`src/rtl/pp_ctrl_pkg.sv`:
```
// ---------------------------------------------------------------------------
// pp_ctrl_pkg
// Shared types and constants for the ping-pong frame RAM write controller.
//   - pp_state_t : controller phase (WAIT, CLEAR, DRAW)
//   - BG_DEFAULT : idle value driven on wrData when no write is in progress
// ---------------------------------------------------------------------------
package pp_ctrl_pkg;

    typedef enum logic [1:0] {
        WAIT  = 2'd0,
        CLEAR = 2'd1,
        DRAW  = 2'd2
    } pp_state_t;

    localparam logic [7:0] BG_DEFAULT = 8'h00;

endpackage

```
`src/rtl/rr_arbiter.sv`:
```
// ---------------------------------------------------------------------------
// rr_arbiter
// Purely combinational round-robin arbiter. The search starts at rr_ptr and
// wraps modulo NREQ; the first valid requester found wins. The pointer
// register itself lives in the parent so the parent decides when to advance.
// Ports:
//   valid     in  NREQ   request vector
//   rr_ptr    in  PTR_W  highest-priority requester index
//   enable    in  1      0 forces no grant
//   grant     out NREQ   one-hot grant (all zero when nothing granted)
//   grant_idx out PTR_W  index of the granted requester (0 when none)
// ---------------------------------------------------------------------------
module rr_arbiter #(
    parameter int NREQ  = 4,
    parameter int PTR_W = $clog2(NREQ)
) (
    input  logic [NREQ-1:0]  valid,
    input  logic [PTR_W-1:0] rr_ptr,
    input  logic             enable,
    output logic [NREQ-1:0]  grant,
    output logic [PTR_W-1:0] grant_idx
);

    localparam logic [PTR_W:0] NREQ_W = (PTR_W+1)'(NREQ);

    logic [PTR_W:0]   cand_s;
    logic [PTR_W-1:0] idx_s;
    logic             found_s;
    logic             hit_s;

    // Walk the requesters in priority order; the first valid one latches the grant.
    always_comb begin
        grant     = '0;
        grant_idx = '0;
        found_s   = 1'b0;
        cand_s    = '0;
        idx_s     = '0;
        hit_s     = 1'b0;
        for (int k = 0; k < NREQ; k++) begin
            cand_s = {1'b0, rr_ptr} + (PTR_W+1)'(k);
            cand_s = (cand_s >= NREQ_W) ? (cand_s - NREQ_W) : cand_s;
            idx_s  = cand_s[PTR_W-1:0];
            hit_s  = enable & ~found_s & valid[idx_s];
            grant[idx_s] = grant[idx_s] | hit_s;
            grant_idx    = hit_s ? idx_s : grant_idx;
            found_s      = found_s | hit_s;
        end
    end

endmodule

```
`src/rtl/pp_write_ctrl.sv`:
```
// ---------------------------------------------------------------------------
// pp_write_ctrl
// Write-side controller for the ping-pong frame RAM. After every frameStart
// it optionally clears the new back buffer to bgColor (one address per
// cycle), then shares the single RAM write port among NREQ drawing
// requesters with round-robin valid/ready arbitration. No write is issued on
// the swap cycle, so nothing lands in the buffer becoming the front buffer.
//
// Optional build macro: PPW_STATS_EN adds wrCount and clearOverrun.
//
// Ports:
//   vgaclk       in  1            pixel clock
//   rst          in  1            asynchronous active-high reset
//   frameStart   in  1            one-cycle swap pulse
//   clearEn      in  1            run CLEAR after frameStart when 1
//   bgColor      in  8            clear value
//   reqValid     in  NREQ         per-requester write request
//   reqAddr      in  NREQ*ADDR_W  requester i address at [i*ADDR_W +: ADDR_W]
//   reqData      in  NREQ*8       requester i data at [i*8 +: 8]
//   reqReady     out NREQ         one-hot grant
//   we           out 1            RAM write enable
//   wrAddr       out ADDR_W       RAM write address
//   wrData       out 8            RAM write data
//   clearing     out 1            high in CLEAR
//   drawOpen     out 1            high in DRAW
//   wrCount      out 16           (PPW_STATS_EN) in-range DRAW writes this frame
//   clearOverrun out 1            (PPW_STATS_EN) sticky: frameStart hit CLEAR
// ---------------------------------------------------------------------------
module pp_write_ctrl
    import pp_ctrl_pkg::*;
#(
    parameter int DEPTH  = 768,
    parameter int ADDR_W = 10,
    parameter int NREQ   = 4
) (
    input  logic                   vgaclk,
    input  logic                   rst,
    input  logic                   frameStart,
    input  logic                   clearEn,
    input  logic [7:0]             bgColor,
    input  logic [NREQ-1:0]        reqValid,
    input  logic [NREQ*ADDR_W-1:0] reqAddr,
    input  logic [NREQ*8-1:0]      reqData,
    output logic [NREQ-1:0]        reqReady,
    output logic                   we,
    output logic [ADDR_W-1:0]      wrAddr,
    output logic [7:0]             wrData,
    output logic                   clearing,
    output logic                   drawOpen
`ifdef PPW_STATS_EN
    ,
    output logic [15:0]            wrCount,
    output logic                   clearOverrun
`endif
);

    localparam int PTR_W = $clog2(NREQ);
    localparam logic [ADDR_W:0]   DEPTH_W    = (ADDR_W+1)'(DEPTH);
    localparam logic [ADDR_W-1:0] LAST_ADDR  = ADDR_W'(DEPTH - 1);
    localparam logic [PTR_W-1:0]  LAST_REQ   = PTR_W'(NREQ - 1);

    pp_state_t         state_r;
    logic [ADDR_W-1:0] clr_addr_r;
    logic [PTR_W-1:0]  rr_ptr_r;

    logic [NREQ-1:0]   grant_s;
    logic [PTR_W-1:0]  grant_idx_s;
    logic              any_grant_s;
    logic              arb_en_s;
    logic [ADDR_W-1:0] g_addr_s;
    logic [7:0]        g_data_s;
    logic              g_in_range_s;

    logic              we_s;
    logic [ADDR_W-1:0] wr_addr_s;
    logic [7:0]        wr_data_s;
    logic [NREQ-1:0]   req_ready_s;

    // The swap cycle never grants, so arbitration is gated by frameStart too.
    assign arb_en_s = (state_r == DRAW) & ~frameStart;

    rr_arbiter #(
        .NREQ  (NREQ),
        .PTR_W (PTR_W)
    ) u_arb (
        .valid     (reqValid),
        .rr_ptr    (rr_ptr_r),
        .enable    (arb_en_s),
        .grant     (grant_s),
        .grant_idx (grant_idx_s)
    );

    assign any_grant_s  = |grant_s;
    assign g_addr_s     = reqAddr[grant_idx_s*ADDR_W +: ADDR_W];
    assign g_data_s     = reqData[grant_idx_s*8 +: 8];
    // Out-of-range requests are still handshaken but silently dropped.
    assign g_in_range_s = ({1'b0, g_addr_s} < DEPTH_W);

    // Write-port mux: clear engine in CLEAR, granted requester in DRAW.
    always_comb begin
        we_s        = 1'b0;
        wr_addr_s   = '0;
        wr_data_s   = BG_DEFAULT;
        req_ready_s = '0;
        case (state_r)
            CLEAR: begin
                if (!frameStart) begin
                    we_s      = 1'b1;
                    wr_addr_s = clr_addr_r;
                    wr_data_s = bgColor;
                end else begin
                    we_s      = 1'b0;
                end
            end
            DRAW: begin
                req_ready_s = grant_s;
                if (any_grant_s) begin
                    we_s      = g_in_range_s;
                    wr_addr_s = g_addr_s;
                    wr_data_s = g_data_s;
                end else begin
                    we_s      = 1'b0;
                end
            end
            default: begin
                we_s = 1'b0;
            end
        endcase
    end

    assign we       = we_s;
    assign wrAddr   = wr_addr_s;
    assign wrData   = wr_data_s;
    assign reqReady = req_ready_s;
    assign clearing = (state_r == CLEAR);
    assign drawOpen = (state_r == DRAW);

    // Phase sequencing, clear address counter and round-robin pointer.
    always_ff @(posedge vgaclk or posedge rst) begin
        if (rst) begin
            state_r    <= WAIT;
            clr_addr_r <= '0;
            rr_ptr_r   <= '0;
        end else if (frameStart) begin
            // Swap restarts the frame from any state, including mid-clear.
            clr_addr_r <= '0;
            state_r    <= clearEn ? CLEAR : DRAW;
        end else begin
            case (state_r)
                WAIT: begin
                    state_r <= WAIT;
                end
                CLEAR: begin
                    if (clr_addr_r == LAST_ADDR) begin
                        clr_addr_r <= '0;
                        state_r    <= DRAW;
                    end else begin
                        clr_addr_r <= clr_addr_r + 1'b1;
                    end
                end
                DRAW: begin
                    if (any_grant_s) begin
                        rr_ptr_r <= (grant_idx_s == LAST_REQ) ? '0 : grant_idx_s + 1'b1;
                    end else begin
                        rr_ptr_r <= rr_ptr_r;
                    end
                end
                default: begin
                    state_r <= WAIT;
                end
            endcase
        end
    end

`ifdef PPW_STATS_EN
    logic [15:0] wr_count_r;
    logic        clear_overrun_r;

    // Per-frame count of committed DRAW writes, saturating.
    always_ff @(posedge vgaclk or posedge rst) begin
        if (rst) begin
            wr_count_r <= 16'h0000;
        end else if (frameStart) begin
            wr_count_r <= 16'h0000;
        end else if ((state_r == DRAW) && we_s && (wr_count_r != 16'hFFFF)) begin
            wr_count_r <= wr_count_r + 16'h0001;
        end else begin
            wr_count_r <= wr_count_r;
        end
    end

    // Sticky flag: a swap arrived before the clear had finished.
    always_ff @(posedge vgaclk or posedge rst) begin
        if (rst) begin
            clear_overrun_r <= 1'b0;
        end else if (frameStart && (state_r == CLEAR)) begin
            clear_overrun_r <= 1'b1;
        end else begin
            clear_overrun_r <= clear_overrun_r;
        end
    end

    assign wrCount      = wr_count_r;
    assign clearOverrun = clear_overrun_r;
`endif

endmodule
```
`config.mk`:
```
export PLATFORM = sky130hd
export DESIGN_NAME = pp_write_ctrl
export DESIGN_NICKNAME = d
export VERILOG_FILES = /design/src/rtl/pp_ctrl_pkg.sv /design/src/rtl/rr_arbiter.sv /design/src/rtl/pp_write_ctrl.sv
export SDC_FILE = /design/constraint.sdc
export NUM_CORES = 1
export LEC_CHECK = 0
export CAP_MARGIN = 25
export CORE_MARGIN = 3
export CORE_UTILIZATION = 45
export CTS_CLUSTER_DIAMETER = 100
export DETAILED_ROUTE_END_ITERATION = 10
export PLACE_DENSITY = 0.92
export RECOVER_POWER = 25
export SLEW_MARGIN = 15
export SYNTH_ARGS = -nofsm -noshare
export SYNTH_HDL_FRONTEND = slang
export SYNTH_SLANG_ARGS = --single-unit
```
`constraint.sdc`:
```
create_clock -name vgaclk -period 7.2 [get_ports vgaclk]
set_input_delay 1.44 -clock vgaclk [delete_from_list [all_inputs] [get_ports vgaclk]]
set_output_delay 1.44 -clock vgaclk [all_outputs]
set_load 0.05 [all_outputs]
```
### Word level (Yosys, flattened, before mapping)

Cells that the tools add are included.

* flip-flop bits (word level): 14
* bits of input ports: 88
* output and inout port bits: 25
* logic and storage cells: 114

* $add $sub $neg: 9
* multipliers: 1
* order comparisons: 13
* equality and inequality tests: 6
* shift-type cells: 2
* multiplexer cells: 53
* bitwise gates (word level): 19
* reductions and logical operators: 8

Operators with widths (number)
* 10-bit two-way mux: 5
* 40-bit by 7-bit variable part select with 10-bit output: 1
* 32-bit by 6-bit variable part select with 8-bit output: 1
* 2-bit two-way mux: 12
* 10-bit case mux with 2 select lines: 1
* 1-bit binary-select mux with 2-bit select: 8
* 8-bit two-way mux: 2
* 8-bit case mux with 2 select lines: 1
* 1-bit two-way mux: 14
* 4-bit bitwise mux: 3
* 2-bit by 3-bit less-than comparator with 1-bit output (second input constant): 4
* 10-bit by 1-bit adder with 10-bit output (second input constant): 1
* 10-bit equality test (second input constant): 1
* 10-bit less-than comparator (second input constant): 1
* 3-bit greater-or-equal comparator (second input constant): 3
* 1-bit AND: 8
* 1-bit demux with 2-bit select: 4
* 2-bit by 1-bit greater-or-equal comparator with 1-bit output (second input constant): 4
* 2-bit by 1-bit subtractor with 2-bit output (second input constant): 4
* 2-bit by 2-bit adder with 3-bit output (second input constant): 2
* 1-bit bitwise OR: 6
* 2-bit by 3-bit multiplier with 5-bit output (second input constant): 1
* 4-bit AND: 1
* 2-bit equality test (second input constant): 2
* other kinds (15): 21

### Logic depth before layout (Yosys ltp)

* depth in word-level cells: 22
* gate-level depth with buffers: 14
* depth with buffers taken out: 10

### Hierarchy

Synthesis repeated with hierarchy kept, for this count alone.

* cell total of the unflattened synthesis: 263
* area, all modules: 2393.5 um^2

Modules (own cells, without submodules)
* pp_write_ctrl: times used 1, cells an instance 154, area each 1569.0 um^2, sequential area each 350.3 um^2
* rr_arbiter: times used 1, cells an instance 109, area each 824.5 um^2, sequential area each 0.0 um^2

### Worst setup path before layout

No wires, ideal clock.

* kind: input to output
* from: input port reqValid[3]
* to: output port wrAddr[1]
* data arrival time: 4303 ps
* setup slack: 1457 ps
* stages: 10
* cell sequence: mux4_2 -> mux2_4 -> buf_6 -> a211oi_2 -> nor2_1 -> or3_1 -> a221o_1 -> a2111o_1 -> buf_6 -> a32o_1

* cells in the longest elaborated chain, start to end: 20
* elaborated cells on any way between the ends: 43
* those cells by class: 1 x mul; 1 x shift; 23 x mux; 17 x bitwise; 1 x reduce/logical

Ends and longest elaborated chain
* start, declared: line pp_write_ctrl.sv:41 `input logic [NREQ-1:0] reqValid,`
* branches (longest 18 deep; another with 1-bit binary-select mux with 2-bit select)
* 10-bit two-way mux *: line pp_write_ctrl.sv:117 `if (any_grant_s) begin`
* 10-bit case mux with 2 select lines *: line pp_write_ctrl.sv:105 `case (state_r)`
* end, declared: line pp_write_ctrl.sv:46 `output logic [ADDR_W-1:0] wrAddr,`

Every way passes the cells marked *. The select of a mux whose other input is x is not followed.

### Worst setup path in the final report

* from: input port reqValid[3]
* to: output port reqReady[0]

* cells in the longest elaborated chain, start to end: 18
* elaborated cells on any way between the ends: 35
* those cells by class: 18 x mux; 17 x bitwise

Ends and longest elaborated chain
* 1-bit binary-select mux with 2-bit select: line rr_arbiter.sv:43 `hit_s = enable & ~found_s & valid[idx_s];`
* 1-bit two-way mux (implied by the code): line rr_arbiter.sv:43
* 1-bit AND: line rr_arbiter.sv:43
* 1-bit bitwise OR: line rr_arbiter.sv:44 `grant[idx_s] = grant[idx_s] | hit_s;`
* 4-bit AND (no line)
* 1-bit binary-select mux with 2-bit select: line rr_arbiter.sv:44
* 1-bit two-way mux (implied by the code): line rr_arbiter.sv:44
* 1-bit bitwise OR: line rr_arbiter.sv:44
* [2 not listed]
* 1-bit two-way mux (implied by the code): line rr_arbiter.sv:44
* 1-bit bitwise OR: line rr_arbiter.sv:44
* 4-bit bitwise mux: line rr_arbiter.sv:44
* 1-bit binary-select mux with 2-bit select: line rr_arbiter.sv:44
* 1-bit two-way mux (implied by the code): line rr_arbiter.sv:44
* 1-bit bitwise OR: line rr_arbiter.sv:44
* 4-bit bitwise mux *: line rr_arbiter.sv:44
* 4-bit two-way mux *: line pp_write_ctrl.sv:105
* end, declared: line pp_write_ctrl.sv:44 `output logic [NREQ-1:0] reqReady,`

Mark *: on every way between the ends. The rest lies on a longest branch, timed or not. The select of a mux whose other input is x is not followed.

==> results by stage <==
Clock network:
- In this run, post-CTS repair resized a total of 0 instances.
- In this run the post-CTS setup repair buffer count came out at 0.
- The root buffer cell is clkbuf_8.
- The TritonCTS clock tree is yes.
- The deepest clock path buffer count is 2.
- The CTS H-tree depth is 1.
- Clock-pin slew was measured on the worst setup and hold paths at 0.06 ns.
- The tree built by TritonCTS fans out to 14 sinks.
- After clock tree synthesis, the flow added hold-fix buffers numbering 0.
- The number of buffers created by CTS is 3.
- The clock reaches the later pin of the worst-skew pair after 0.24 ns.

Yosys:
- The yosys synthesis warning count is 0.
- The multiplexer share of the synthesized area is 24.60%.
- Summing the areas of all xor and xnor instances in the mapped netlist gives 1.491% of the synthesized area.
- The share of synthesized cell area in and, or, nand and nor gates is 20.66%.
- Summing every instance area after synthesis gives 0.002350 sq mm.
- The gate count of the mapped netlist is 303.
- The share of synthesized area occupied by flip-flops and latches is 14.91%.
- The net count after synthesis is 398.
- In this run, synthesis produced a sequential element count of 14.
- The share of synthesized registers carrying an async set or reset is 100.0%.
- The netlist uses 47 different library cells.
- The synthesized netlist devotes 27.42% of its cell area to compound gates.
- Each instance of the synthesized netlist takes up on average 7.755 sq um.
- The most used flip-flop cell after synthesis is dfrtp_1.
- By area, the combinational part of the netlist is dominated by compound AO/OA/AOI/OAI gates.
- The number of flops mapped to enable cells by yosys is 0.
- The area share of fa/ha/maj cells after synthesis is 3.727%.

Hold path:
- The min-delay analysis places its worst path in the category flip-flop to flip-flop.
- Along the worst hold path, the cell count comes to 1.
- The hold path endpoint is clr_addr_r[9]$_DFFE_PP0P_.
- In this run the most critical hold path is launched from clr_addr_r[9]$_DFFE_PP0P_.

Setup path:
- The capture instance of the worst register-to-register path is rr_ptr_r[0]$_DFFE_PP0P_.
- Measured in cells, the most critical reg-to-reg path has a length of 11.
- In this run the register-to-register setup slack is 2.72 ns.
- STA classifies the critical path startpoint as a primary input.
- The startpoint-to-endpoint class of the critical path is primary input to output pin.
- STA puts the critical path data required time at 5.76 ns.
- The startpoint of the worst-slack reg-to-reg timing path is rr_ptr_r[0]$_DFFE_PP0P_.
- The kind of capture point of the worst setup path is an output pin.
- In this run the worst path has a maximum fanout of 11.
- The data arrival at the endpoint of the critical path is 5.21 ns.

Timing:
- Setup repair after global routing left no endpoint under its margin.
- The minimum clock period is 6.650 ns.
- The top achievable clock speed is 150.4 MHz.
- The worst path uses 92.35% of the clock period.
- The final count of negative-setup-slack endpoints is 0.
- In this run the tightest slew margin relative to its limit is 43.96%.
- The number of pins with negative max-slew slack in the final report is 0.
- Summed over all failing endpoints, the final setup total negative slack is 0 ns.
- The post-route clock skew is 0.001176 ns.
- The count of final hold-check violations is 0.
- The slew of the pin with the lowest slew margin is 0.8406 ns.

Route:
- Summing over every cut layer, the via total after detailed routing is 2857.
- The number of optimization iterations in the first detailed-route pass is 6.
- After detailed routing, the average wire length per cell comes to 18.74 microns.
- The remaining antenna violation count is 0.
- The number of remaining DRC errors is 0.
- The average via count per standard cell is 6.079.
- The violation count after the first detailed-route iteration is 208.
- Wires add up to 8807 microns.

Final layout:
- The finished layout cell area is 0.003754 sq mm.
- The synthesis-to-finish area growth is 59.74%.
- The number of nets in the layout is 499.
- The number of inserted diodes is 0.
- The share of final-layout standard cells stronger than drive strength 1 is 14.89%.
- Leaving out fill and tap cells, the most frequent cell in the layout is clkdlybuf4s50_1.
- The top cell types in the final layout, fill and taps aside, are clkdlybuf4s50_1 (92), nor2_1 (39), mux2i_1 (27), a21oi_1 (26), buf_12 (19).

Power and ir drop:
- The worst ir drop on vdd is 0.2302 mV.
- In this run the power density over the cells is 268.2 mW/mm^2.
- In this run the static leakage power is 1.598 nW.

Global route:
- The number of global-route vias before repair is 2960.
- Global routing finished with a remaining overflow of 0.
- The global-route wire length before repair is 14280 microns.
- The initial antenna violation count is 0.
- The maximum number of pins on one net before global-route repair is 27.
- The total routing resource utilization after global routing is 28.72%.

Place:
- Routability-driven placement finished with a final weighted congestion of 0.9503.
- Port buffering added 112 buffers.
- The half-perimeter wire length after detailed placement is 6987 microns.
- Once placement finished, the instance area stood at 0.003699 sq mm.

Floorplanning:
- After floorplanning, the core was divided into 25 placement rows.
- The die covers 0.006125 sq mm.
- Once the floorplan was initialized, standard cells occupied 48.15% of the core.
- The floorplan step defined a core boundary enclosing 0.004880 sq mm.
- The vertical die dimension is 78.26 microns.
- The floorplan step set the die width to 78.26 microns.
- The count of boundary I/O pins is 113.

Outcome:
- The flow ran to the end, and the final reports show no timing, DRC or antenna violations.

Job:
- The number of max-cap violations is 0.
## kinds of logic after synthesis
kind of cell / after synthesis
fa+ha+maj: 7
simple gates: 100
flops: 14
compound gates: 92
buf+inv: 36
mux: 50
xor+xnor: 4
## sequential cells by signal, indices dropped and copies added, names as in the netlist
name and flops:
rr_ptr_r 2, clr_addr_r 10, state_r 2
## area by class of cell
class / instances / area (sq um)
inverters: 12 / 45.04
well taps: 67 / 83.83
clock buffers: 4 / 55.05
repair buffers: 120 / 1371
multi-input cells: 253 / 1848
flip-flops and latches: 14 / 350.3
fillers: 343 / 1126
## critical path, stage by stage
cell and delay (ns):
clkdlybuf4s50_1 0.55, mux4_2 0.64, mux2_4 0.33, inv_1 0.07
o2111ai_1 0.34, a31oi_1 0.18, a2111oi_0 0.43, buf_4 0.21
nor2_1 0.05, a21oi_1 0.16, clkdlybuf4s50_1 0.81
## power by group
part           leakage (nW)  internal, mW  switching [mW]  total [mW]
Sequential            0.186        0.0852          0.0230       0.108
Combinational          1.38         0.341           0.481       0.822
Clock                0.0288        0.0484          0.0282      0.0765
Total                  1.60         0.475           0.532        1.01
## stage by stage
stage | util [%] | setup slack (ns) | total power [mW] | hold slack [ns] | instances
detailed placement | 75.79 | 0.6280 | 0.9204 | 0.5122 | 466
CTS | 76.92 | 0.6177 | 0.9987 | 0.5203 | 470
global placement | 75.79 | 0.6914 | 0.9207 | 0.5122 | 466
finish | 76.92 | 0.5505 | 1.007 | 0.5305 | 470
global route | 76.92 | 0.3438 | 1.066 | 0.5735 | 470
floorplan | - | 1.457 | 0.6749 | 0.4819 | 303
## cell usage after synthesis, types with 4 or more instances
library cell | instances | share of area (%)
a21oi_1 | 26 | 5.5
a31oi_1 | 8 | 2.1
a32o_1 | 18 | 7.7
and3_1 | 7 | 1.9
buf_6 | 4 | 1.9
clkbuf_1 | 15 | 2.4
dfrtp_1 | 14 | 15
ha_1 | 7 | 3.7
inv_1 | 12 | 1.9
mux2_2 | 18 | 8.6
mux2i_1 | 27 | 12
mux4_2 | 4 | 3.8
nand2_1 | 13 | 2.1
nand2b_1 | 6 | 1.6
nand3_1 | 6 | 1.3
nor2_1 | 39 | 6.2
nor2b_1 | 9 | 2.4
nor3_1 | 7 | 1.5
o21ai_0 | 15 | 3.2
or3_1 | 4 | 1.1
## layer usage
layer	share of wire [%]	track usage [%]	vias up
met2	53	53.42	172
met4	4.0	13.11	0
met5	0	0	-
met3	8.8	6.651	28
met1	34	30.48	1306
li1	-	-	1351
## worst max path at each step
stage	end	slack [ns]	cells past startpoint	startpoint
floorplan	wrAddr[1]	1.46	10	reqValid[3]
global placement	reqReady[3]	0.69	11	reqValid[3]
CTS	reqReady[3]	0.62	11	reqValid[3]
global route	reqReady[3]	0.34	11	reqValid[3]
detailed placement	reqReady[3]	0.63	11	reqValid[3]
finish	reqReady[0]	0.55	11	reqValid[3]
Power figures use the tool's default switching activity.
